===== src/rtl/vga_timing_gen_if.sv =====
// vga_timing_gen_if: pixel request/colour handshake and video output bundle of the VGA timing generator
interface vga_timing_gen_if #(
  parameter int CW = 24,
  parameter int XW = 12,
  parameter int YW = 11
);
  logic [CW-1:0] i_color;
  logic [XW-1:0] o_req_x;
  logic [YW-1:0] o_req_y;
  logic          o_req_valid;
  logic          o_hsync;
  logic          o_vsync;
  logic          o_de;
  logic [CW-1:0] o_rgb;
  logic          o_frame_start;
  logic          o_line_start;
  logic          o_vblank;
  logic [31:0]   o_frame_cnt;
  modport master (
    input  i_color,
    output o_req_x, o_req_y, o_req_valid, o_hsync, o_vsync, o_de, o_rgb,
           o_frame_start, o_line_start, o_vblank, o_frame_cnt
  );
  modport slave (
    output i_color,
    input  o_req_x, o_req_y, o_req_valid, o_hsync, o_vsync, o_de, o_rgb,
           o_frame_start, o_line_start, o_vblank, o_frame_cnt
  );
endinterface


===== src/rtl/vga_timing_gen.sv =====
// vga_timing_gen: VGA raster timing with pixel requests issued LOOKAHEAD cycles ahead of display
module vga_timing_gen #(
  parameter int H_ACTIVE  = 1600,
  parameter int H_FP      = 24,
  parameter int H_SYNC    = 80,
  parameter int H_BP      = 96,
  parameter int V_ACTIVE  = 900,
  parameter int V_FP      = 1,
  parameter int V_SYNC    = 3,
  parameter int V_BP      = 96,
  parameter bit H_POL     = 1'b1,
  parameter bit V_POL     = 1'b1,
  parameter int LOOKAHEAD = 3,
  parameter int CW        = 24,
  parameter int XW        = 12,
  parameter int YW        = 11
) (
  input  logic            i_clk,
  input  logic            i_rst_n,
  input  logic            i_en,
  vga_timing_gen_if.master vga
);
  localparam int H_TOTAL = H_ACTIVE + H_FP + H_SYNC + H_BP;
  localparam int V_TOTAL = V_ACTIVE + V_FP + V_SYNC + V_BP;
  localparam int HS_ON   = H_ACTIVE + H_FP;
  localparam int HS_OFF  = HS_ON + H_SYNC;
  localparam int VS_ON   = V_ACTIVE + V_FP;
  localparam int VS_OFF  = VS_ON + V_SYNC;
  localparam logic [XW-1:0] H_LAST = XW'(H_TOTAL - 1);
  localparam logic [XW-1:0] RX_RST = XW'(LOOKAHEAD - 1);
  localparam logic [YW-1:0] V_LAST = YW'(V_TOTAL - 1);
  localparam logic [YW-1:0] V_VIS  = YW'(V_ACTIVE);
  logic [XW-1:0] h_q, h_d, rx_q, rx_d, req_x_q, req_x_d;
  logic [YW-1:0] v_q, v_d, ry_q, ry_d, req_y_q, req_y_d;
  logic [CW-1:0] rgb_q, rgb_d;
  logic [31:0]   fc_q, fc_d;
  logic req_v_q, req_v_d, de_q, de_d, hs_q, hs_d, vs_q, vs_d;
  logic fs_q, fs_d, ls_q, ls_d, vb_q, vb_d;
  // request outputs register the request counter's next position, so o_req leads o_de by a full LOOKAHEAD
  always_comb begin
    h_d     = (!i_en || h_q == H_LAST) ? '0 : h_q + 1'b1;
    v_d     = !i_en ? V_VIS : (h_q != H_LAST) ? v_q : (v_q == V_LAST) ? '0 : v_q + 1'b1;
    rx_d    = !i_en ? RX_RST : (rx_q == H_LAST) ? '0 : rx_q + 1'b1;
    ry_d    = !i_en ? V_VIS : (rx_q != H_LAST) ? ry_q : (ry_q == V_LAST) ? '0 : ry_q + 1'b1;
    req_x_d = i_en ? rx_d : '0;
    req_y_d = i_en ? ry_d : '0;
    req_v_d = i_en && int'(rx_d) < H_ACTIVE && int'(ry_d) < V_ACTIVE;
    de_d    = i_en && int'(h_q) < H_ACTIVE && int'(v_q) < V_ACTIVE;
    rgb_d   = de_d ? vga.i_color : '0;
    hs_d    = (i_en && int'(h_q) >= HS_ON && int'(h_q) < HS_OFF) ? H_POL : ~H_POL;
    vs_d    = (i_en && int'(v_q) >= VS_ON && int'(v_q) < VS_OFF) ? V_POL : ~V_POL;
    fs_d    = i_en && h_q == '0 && v_q == '0;
    ls_d    = i_en && h_q == '0 && int'(v_q) < V_ACTIVE;
    vb_d    = i_en && int'(v_q) >= V_ACTIVE;
    fc_d    = fc_q + 32'(fs_d);
  end
  always_ff @(posedge i_clk or negedge i_rst_n) begin
    if (!i_rst_n) begin
      h_q     <= '0;
      v_q     <= V_VIS;
      rx_q    <= RX_RST;
      ry_q    <= V_VIS;
      req_x_q <= '0;
      req_y_q <= '0;
      req_v_q <= 1'b0;
      de_q    <= 1'b0;
      rgb_q   <= '0;
      hs_q    <= ~H_POL;
      vs_q    <= ~V_POL;
      fs_q    <= 1'b0;
      ls_q    <= 1'b0;
      vb_q    <= 1'b0;
      fc_q    <= '0;
    end else begin
      h_q     <= h_d;
      v_q     <= v_d;
      rx_q    <= rx_d;
      ry_q    <= ry_d;
      req_x_q <= req_x_d;
      req_y_q <= req_y_d;
      req_v_q <= req_v_d;
      de_q    <= de_d;
      rgb_q   <= rgb_d;
      hs_q    <= hs_d;
      vs_q    <= vs_d;
      fs_q    <= fs_d;
      ls_q    <= ls_d;
      vb_q    <= vb_d;
      fc_q    <= fc_d;
    end
  end
  assign vga.o_req_x       = req_x_q;
  assign vga.o_req_y       = req_y_q;
  assign vga.o_req_valid   = req_v_q;
  assign vga.o_de          = de_q;
  assign vga.o_rgb         = rgb_q;
  assign vga.o_hsync       = hs_q;
  assign vga.o_vsync       = vs_q;
  assign vga.o_frame_start = fs_q;
  assign vga.o_line_start  = ls_q;
  assign vga.o_vblank      = vb_q;
  assign vga.o_frame_cnt   = fc_q;
endmodule


===== src/flat_wrapper.sv =====
// flat-port wrapper written by rule: the top's interface ports become plain ports
module vga_timing_gen_flat 
#(
  parameter int H_ACTIVE  = 1600,
  parameter int H_FP      = 24,
  parameter int H_SYNC    = 80,
  parameter int H_BP      = 96,
  parameter int V_ACTIVE  = 900,
  parameter int V_FP      = 1,
  parameter int V_SYNC    = 3,
  parameter int V_BP      = 96,
  parameter bit H_POL     = 1'b1,
  parameter bit V_POL     = 1'b1,
  parameter int LOOKAHEAD = 3,
  parameter int CW        = 24,
  parameter int XW        = 12,
  parameter int YW        = 11
)
  (i_clk, i_rst_n, i_en, vga_i_color, vga_o_req_x, vga_o_req_y, vga_o_req_valid, vga_o_hsync, vga_o_vsync, vga_o_de, vga_o_rgb, vga_o_frame_start, vga_o_line_start, vga_o_vblank, vga_o_frame_cnt);
  vga_timing_gen_if #(.CW(CW), .XW(XW), .YW(YW)) vga_i ();
  input  logic i_clk;
  input  logic i_rst_n;
  input  logic i_en;
  input wire logic [$bits(vga_i.i_color)-1:0] vga_i_color;
  output wire logic [$bits(vga_i.o_req_x)-1:0] vga_o_req_x;
  output wire logic [$bits(vga_i.o_req_y)-1:0] vga_o_req_y;
  output wire logic [$bits(vga_i.o_req_valid)-1:0] vga_o_req_valid;
  output wire logic [$bits(vga_i.o_hsync)-1:0] vga_o_hsync;
  output wire logic [$bits(vga_i.o_vsync)-1:0] vga_o_vsync;
  output wire logic [$bits(vga_i.o_de)-1:0] vga_o_de;
  output wire logic [$bits(vga_i.o_rgb)-1:0] vga_o_rgb;
  output wire logic [$bits(vga_i.o_frame_start)-1:0] vga_o_frame_start;
  output wire logic [$bits(vga_i.o_line_start)-1:0] vga_o_line_start;
  output wire logic [$bits(vga_i.o_vblank)-1:0] vga_o_vblank;
  output wire logic [$bits(vga_i.o_frame_cnt)-1:0] vga_o_frame_cnt;
  assign vga_i.i_color = vga_i_color;
  assign vga_o_req_x = vga_i.o_req_x;
  assign vga_o_req_y = vga_i.o_req_y;
  assign vga_o_req_valid = vga_i.o_req_valid;
  assign vga_o_hsync = vga_i.o_hsync;
  assign vga_o_vsync = vga_i.o_vsync;
  assign vga_o_de = vga_i.o_de;
  assign vga_o_rgb = vga_i.o_rgb;
  assign vga_o_frame_start = vga_i.o_frame_start;
  assign vga_o_line_start = vga_i.o_line_start;
  assign vga_o_vblank = vga_i.o_vblank;
  assign vga_o_frame_cnt = vga_i.o_frame_cnt;
  vga_timing_gen #(.H_ACTIVE(H_ACTIVE), .H_FP(H_FP), .H_SYNC(H_SYNC), .H_BP(H_BP), .V_ACTIVE(V_ACTIVE), .V_FP(V_FP), .V_SYNC(V_SYNC), .V_BP(V_BP), .H_POL(H_POL), .V_POL(V_POL), .LOOKAHEAD(LOOKAHEAD), .CW(CW), .XW(XW), .YW(YW)) u_core (.i_clk(i_clk), .i_rst_n(i_rst_n), .i_en(i_en), .vga(vga_i));
endmodule

===== config.mk =====
export PLATFORM = sky130hd
export DESIGN_NAME = vga_timing_gen_flat
export DESIGN_NICKNAME = d
export VERILOG_FILES = /design/src/rtl/vga_timing_gen_if.sv /design/src/rtl/vga_timing_gen.sv /design/src/flat_wrapper.sv
export SDC_FILE = /design/constraint.sdc
export NUM_CORES = 1
export LEC_CHECK = 0
export ABC_AREA = 1
export CORE_AREA = 2 2 112 114
export CTS_BUF_LIST = sky130_fd_sc_hd__clkbuf_16
export CTS_CLUSTER_SIZE = 40
export DETAILED_ROUTE_END_ITERATION = 8
export DIE_AREA = 0 0 114 116
export GPL_ROUTABILITY_DRIVEN = 0
export PLACE_DENSITY = 0.74
export SLEW_MARGIN = 20
export SYNTH_ARGS = -nofsm -noshare
export SYNTH_HDL_FRONTEND = slang
export SYNTH_SLANG_ARGS = --single-unit

===== constraint.sdc =====
create_clock -name i_clk -period 3.8 [get_ports i_clk]
set_clock_uncertainty 0.05 [all_clocks]
set_input_delay 0.76 -clock i_clk [delete_from_list [all_inputs] [get_ports i_clk]]
set_output_delay 0.76 -clock i_clk [all_outputs]
set_load 0.01 [all_outputs]

---- After elaboration in Yosys (flattened, before gate mapping) ----
Cells that the tools add are included.
W data, S select, Z words.
operators by class
  equal/unequal tests ..................... 7
  $lt $le $gt $ge ......................... 9
  reductions and logical operators ........ 16
  $add $sub $neg .......................... 5
  mux-type cells .......................... 14
operators by type and width
  cell                     number
  $mux W11                 7
  $mux W12                 4
  $lt A12 B11 Y1 const B   3
  $lt A11 B10 Y1 const B   3
  $add A32 B1 Y32          1
  $add A12 B1 Y12 const B  2
  $eq A12 B11 Y1 const B   2
  $mux W24                 1
  $ne A12 B11 Y1 const B   2
  $add A11 B1 Y11 const B  2
  $eq A11 B10 Y1 const B   2
  $ge A11 B10 Y1 const B   2
  $ge A12 B11 Y1 const B   1
  $logic_and A1 B1 Y1      12
  $logic_not A12 Y1        1
  $logic_not A11 Y1        1
  $mux W1                  2
  $ne A2 B2 Y1 const B     1
  $logic_not A1 Y1         1
  $logic_or A1 B1 Y1       1
word-level totals
  flip-flop bits (word level) ............. 132
  logic and storage cells ................. 66
  output and inout port bits .............. 86

---- Depth between registers and ports, before layout ----
  depth in word-level cells ............... 6
  gate-level depth with buffers ........... 16
  mapped depth without buffers ............ 16

---- Worst setup path after synthesis ----
No wires, ideal clock.
  kind .................................... input to register
  start point ............................. in i_en
  end point ............................... reg u_core.fc_q[30], in the netlist u_core.vga.o_frame_cnt[30]
  data arrival time ....................... 2,705 ps
  stages on the path ...................... 14
  setup time .............................. 124 ps
  path slack .............................. 921 ps
  path buffers ............................ 0
  path through ............................ inv_1 nor3_1 nand3_1 nor3_1 ha_1 ha_1 nand3_1 inv_1 nand2_1 nor2_4 nand2_2 nor3_4 nand4_1 xor2_1
on the way
  longest elaborated chain between the ends .. 3
RTL lines
  what                               line                  RTL
  from (decl)                        flat_wrapper.sv:23    input logic i_en;
  $logic_and A1 B1 Y1 (2 in series)  vga_timing_gen.sv:52  fs_d = i_en && h_q == '0 && v_q == '0;
  net u_core.fs_d                    vga_timing_gen.sv:38  logic fs_q, fs_d, ls_q, ls_d, vb_q, vb_d;
  $add A32 B1 Y32                    vga_timing_gen.sv:55  fc_d = fc_q + 32'(fs_d);
  net u_core.fc_d[30]                vga_timing_gen.sv:36  logic [31:0] fc_q, fc_d;
  to (signal assigned)               vga_timing_gen.sv:73  fc_q <= '0;
  to (signal assigned)               vga_timing_gen.sv:89  fc_q <= fc_d;
  to (decl)                          vga_timing_gen.sv:36
The timed path passes the listed nets, and every way through them passes these cells.
A chain may end at the register's enable or synchronous reset.

---- Worst setup path in the final report ----
Same ends and word-level chain as after synthesis.

==> metrics.md <==
| Metric | Value |
|---|---|
| Buf/Inv on CP | `3` |
| Seq/Total Area, Yosys | `51.53%` |
| Max stage delay on crit path | `510 ps` |
| CP endpoint kind | `register` |
| Initial antenna violation count | `0` |
| Final hold vios | `0` |
| Pwr dens | `~380 nW/um^2` |
| Post-Synth Adder-Cell Area | `between 1.5 and 2%` |
| Worst path depth | `15` |
| GRT Residual Overflow | `0` |
| Synth unique cells | `38` |
| Relative slew slack | `between 40 and 50%` |
| WL/cell | `14.19 um` |
| Clock transition at the registers of the reported paths | `~50 ps` |
| Mapped Avg Cell Area | `8.378 um^2` |
| Critical Path Start Type | `input pin` |
| Final setup fails | `0` |
| FF-to-FF path depth | `15` |
| Setup bufs post-CTS | `0` |
| CTS tree | `yes` |
| Critical path fanouts, max | `6` |
| H-tree depth | `4` |
| Row count | `40` |
| Die extent in x | `114 um` |
| Initial DRC Count | `334` |
| Largest net degree at the start of global routing | `65` |
| Synth Instances | `675` |
| Layout cells sized above 1 | `8.020%` |
| Core ar. | `11910 um^2` |
| Multiplexer share of the synthesized area | `0%` |
| Delay-heaviest family, CP | `simple AND/OR/NAND/NOR gates` |
| Leakage | `3.709 nW` |
| # IOs | `between 100 and 150` |
| Pins Over Slew Limit | `0` |
| CTS max path bufs | `2` |
| Placed cell count | `approximately 910` |
| Max frequency | `0.3000 GHz` |
| Worst min path class | `input pin to asynchronous set/reset pin` |
| Vias | `4850` |
| WP data required | `about 4000 ps` |
| Compound-Gate Fraction of Synth Area | `4.491%` |
| EDFF count, synth | `0` |
| Post-route DRC | `0` |
| DRT Pass-1 Iters | `5` |
| Run status | `completed` |
| Final Non-Filler Cells | `around 950` |
| IO buf count | `112` |
| Drt via density | `5.132` |
| Critical path, cell by cell | `clkdlybuf4s50_1 > inv_1 > nor3_1 > nand3_1 > nor3_1 > ha_1 > ha_1 > nand3_1 > inv_1 > nand2_1 > nor2_4 > nand2_2 > nor3_4 > nand4_1 > xor2_1` |
| Die Y | `116 um` |
| Synthesized Nets | `711` |
| Vias in the first global route | `a little under 5000` |
| CTS resizes | `0` |
| TNS Setup | `0 ps` |
| Ys async rst share | `100.0%` |
| Num Clock Sinks | `~120` |
| Synth Flop Type | `dfrtp_1` |
| Starting Density | `47.48%` |
| Min cycle time layout | `3333 ps` |
| Synth Cell Area | `5655 um^2` |
| XOR/XNOR Fraction of Synth Area | `5.265%` |
| Simple-gate share of the synthesized area | `around a quarter` |
| Die ar. | `13220 um^2` |
| Synth Warn # | `0` |
| Max Cap Viol | `0` |
| Critical Path AT | `3580 ps` |
| Clock root buffer | `clkbuf_16` |
| Seq cells post-synth | `between 100 and 150` |
| Worst skew pair latency | `about 400 ps` |
| All-Layer GR Usage | `21.72%` |
| Final period utilization | `87.72%` |
| Area growth syn-to-layout | `30.71%` |
| RSZ-0062 raised after global routing | `no` |
| Slowest stage cell, crit path | `clkdlybuf4s50_1` |
| Max IR drop VDD | `about 0.28 mV` |
| Detailed Place HPWL | `about 10000 um` |
| Diode count | `0` |
| Post-Route WL | `13410 um` |
| Final antenna-violating net count | `0` |
| Setup CP Type | `input pin to register` |
| Nets@finish | `822` |
| Total CTS buffers | `17` |
| First-pass GRT wire length | `around 23000 um` |
| Largest family of logic cells by synthesized area | `simple AND/OR/NAND/NOR gates` |
| Slew at the pin closest to its max-slew limit | `826.1 ps` |
| Hold_buf cts | `0` |
-- synthesized netlist by cell type, drive strengths merged (14+ instances only) --
cell type / n / area, um^2
a21oi: 20 / 100.1
buf: 21 / 145.1
dfrtp: 107 / 2678
inv: 114 / 427.9
nand2: 116 / 437.9
nand3: 52 / 275.3
nand4: 20 / 131.4
nor2: 107 / 419.2
nor3: 25 / 152.7
o21ai: 20 / 100.1
xnor2: 14 / 122.6
xor2: 20 / 175.2
-- final timing paths --
path	from	end	slack, ps
setup reg to reg	u_core.h_q[6]$_DFF_PN0_	u_core.vga.o_frame_cnt[30]$_DFF_PN0_	730
setup / recovery	i_en	u_core.vga.o_frame_cnt[30]$_DFF_PN0_	470
hold reg to reg	u_core.vga.o_frame_cnt[31]$_DFF_PN0_	u_core.vga.o_frame_cnt[31]$_DFF_PN0_	430
max in group asynchronous	i_rst_n	u_core.v_q[9]$_DFFE_PN1N_	2500
min in group i_clk	u_core.vga.o_frame_cnt[31]$_DFF_PN0_	u_core.vga.o_frame_cnt[31]$_DFF_PN0_	430
hold / removal	i_rst_n	u_core.h_q[1]$_DFF_PN0_	410
-- flip-flops by register name (all words and copies together), names as in the netlist --
register	flops
u_core.vga.o_rgb	24
u_core.vga.o_line_start	1
u_core.vga.o_req_y	5
u_core.rx_q	11
u_core.vga.o_hsync	1
u_core.v_q	11
u_core.h_q	12
u_core.vga.o_vblank	1
u_core.vga.o_frame_start	1
u_core.vga.o_req_x	4
u_core.vga.o_frame_cnt	32
u_core.vga.o_de	1
u_core.vga.o_vsync	1
u_core.ry_q	10
u_core.vga.o_req_valid	1
-- per-stage QoR --
step / util [%] / cell area, um^2 / hold slack, ps / worst slack [ps] / power [mW]
floorplan: - / 5655 / 394.6 / 921.0 / 1.316
global placement: 57.46 / 6844 / 407.1 / 156.4 / 1.391
detailed placement: 57.46 / 6844 / 416.3 / 7.641 / 1.393
CTS: 62.06 / 7392 / 423.5 / 449.4 / 2.876
global route: 62.06 / 7392 / 464.9 / 121.2 / 2.940
finish: 62.06 / 7392 / 407.5 / 466.5 / 2.843
-- cells by family after synthesis --
family	count (synthesis)
simple gates	330
buf+inv	139
flops	116
compound gates	47
xor+xnor	34
fa+ha+maj	9
-- metal layers --
| metal | track usage, % | up-vias | share of wire [%] |
|---|---|---|---|
| li1 | - | 2338 | - |
| met1 | 27.41 | 2329 | 43 |
| met2 | 36.23 | 157 | 50 |
| met3 | 4.393 | 26 | 4.8 |
| met4 | 10.08 | 0 | 1.9 |
| met5 | 0 | - | 0 |
-- cell type report --
class / instances / area (um^2)
well taps: 147 / 183.9
inverters: 115 / 431.7
repair buffers: 116 / 1161
multi-input cells: 420 / 2153
fillers: 1038 / 4519
clock buffers: 17 / 425.4
flip-flops and latches: 116 / 2914
clock inverters: 14 / 122.6
-- layout by cell type, fill, tap and decap left out, types with 19 or more instances in the layout --
cell type        Yosys  final
nand2_1            115    115
nand4_1             19     19
dfrtp_1            107    107
nor3_1              22     22
clkdlybuf4s50_1      0    111
nand3_1             49     49
a21oi_1             20     20
inv_1              106    108
xor2_1              20     20
nor2_1             102    102
-- report_power, final --
part           internal, mW  switching [mW]
Clock                 0.941           0.531
Combinational        0.0505          0.0650
Sequential             1.25         0.00724
Total                  2.24           0.603
Note: power is estimated with default switching activity, not from simulation.
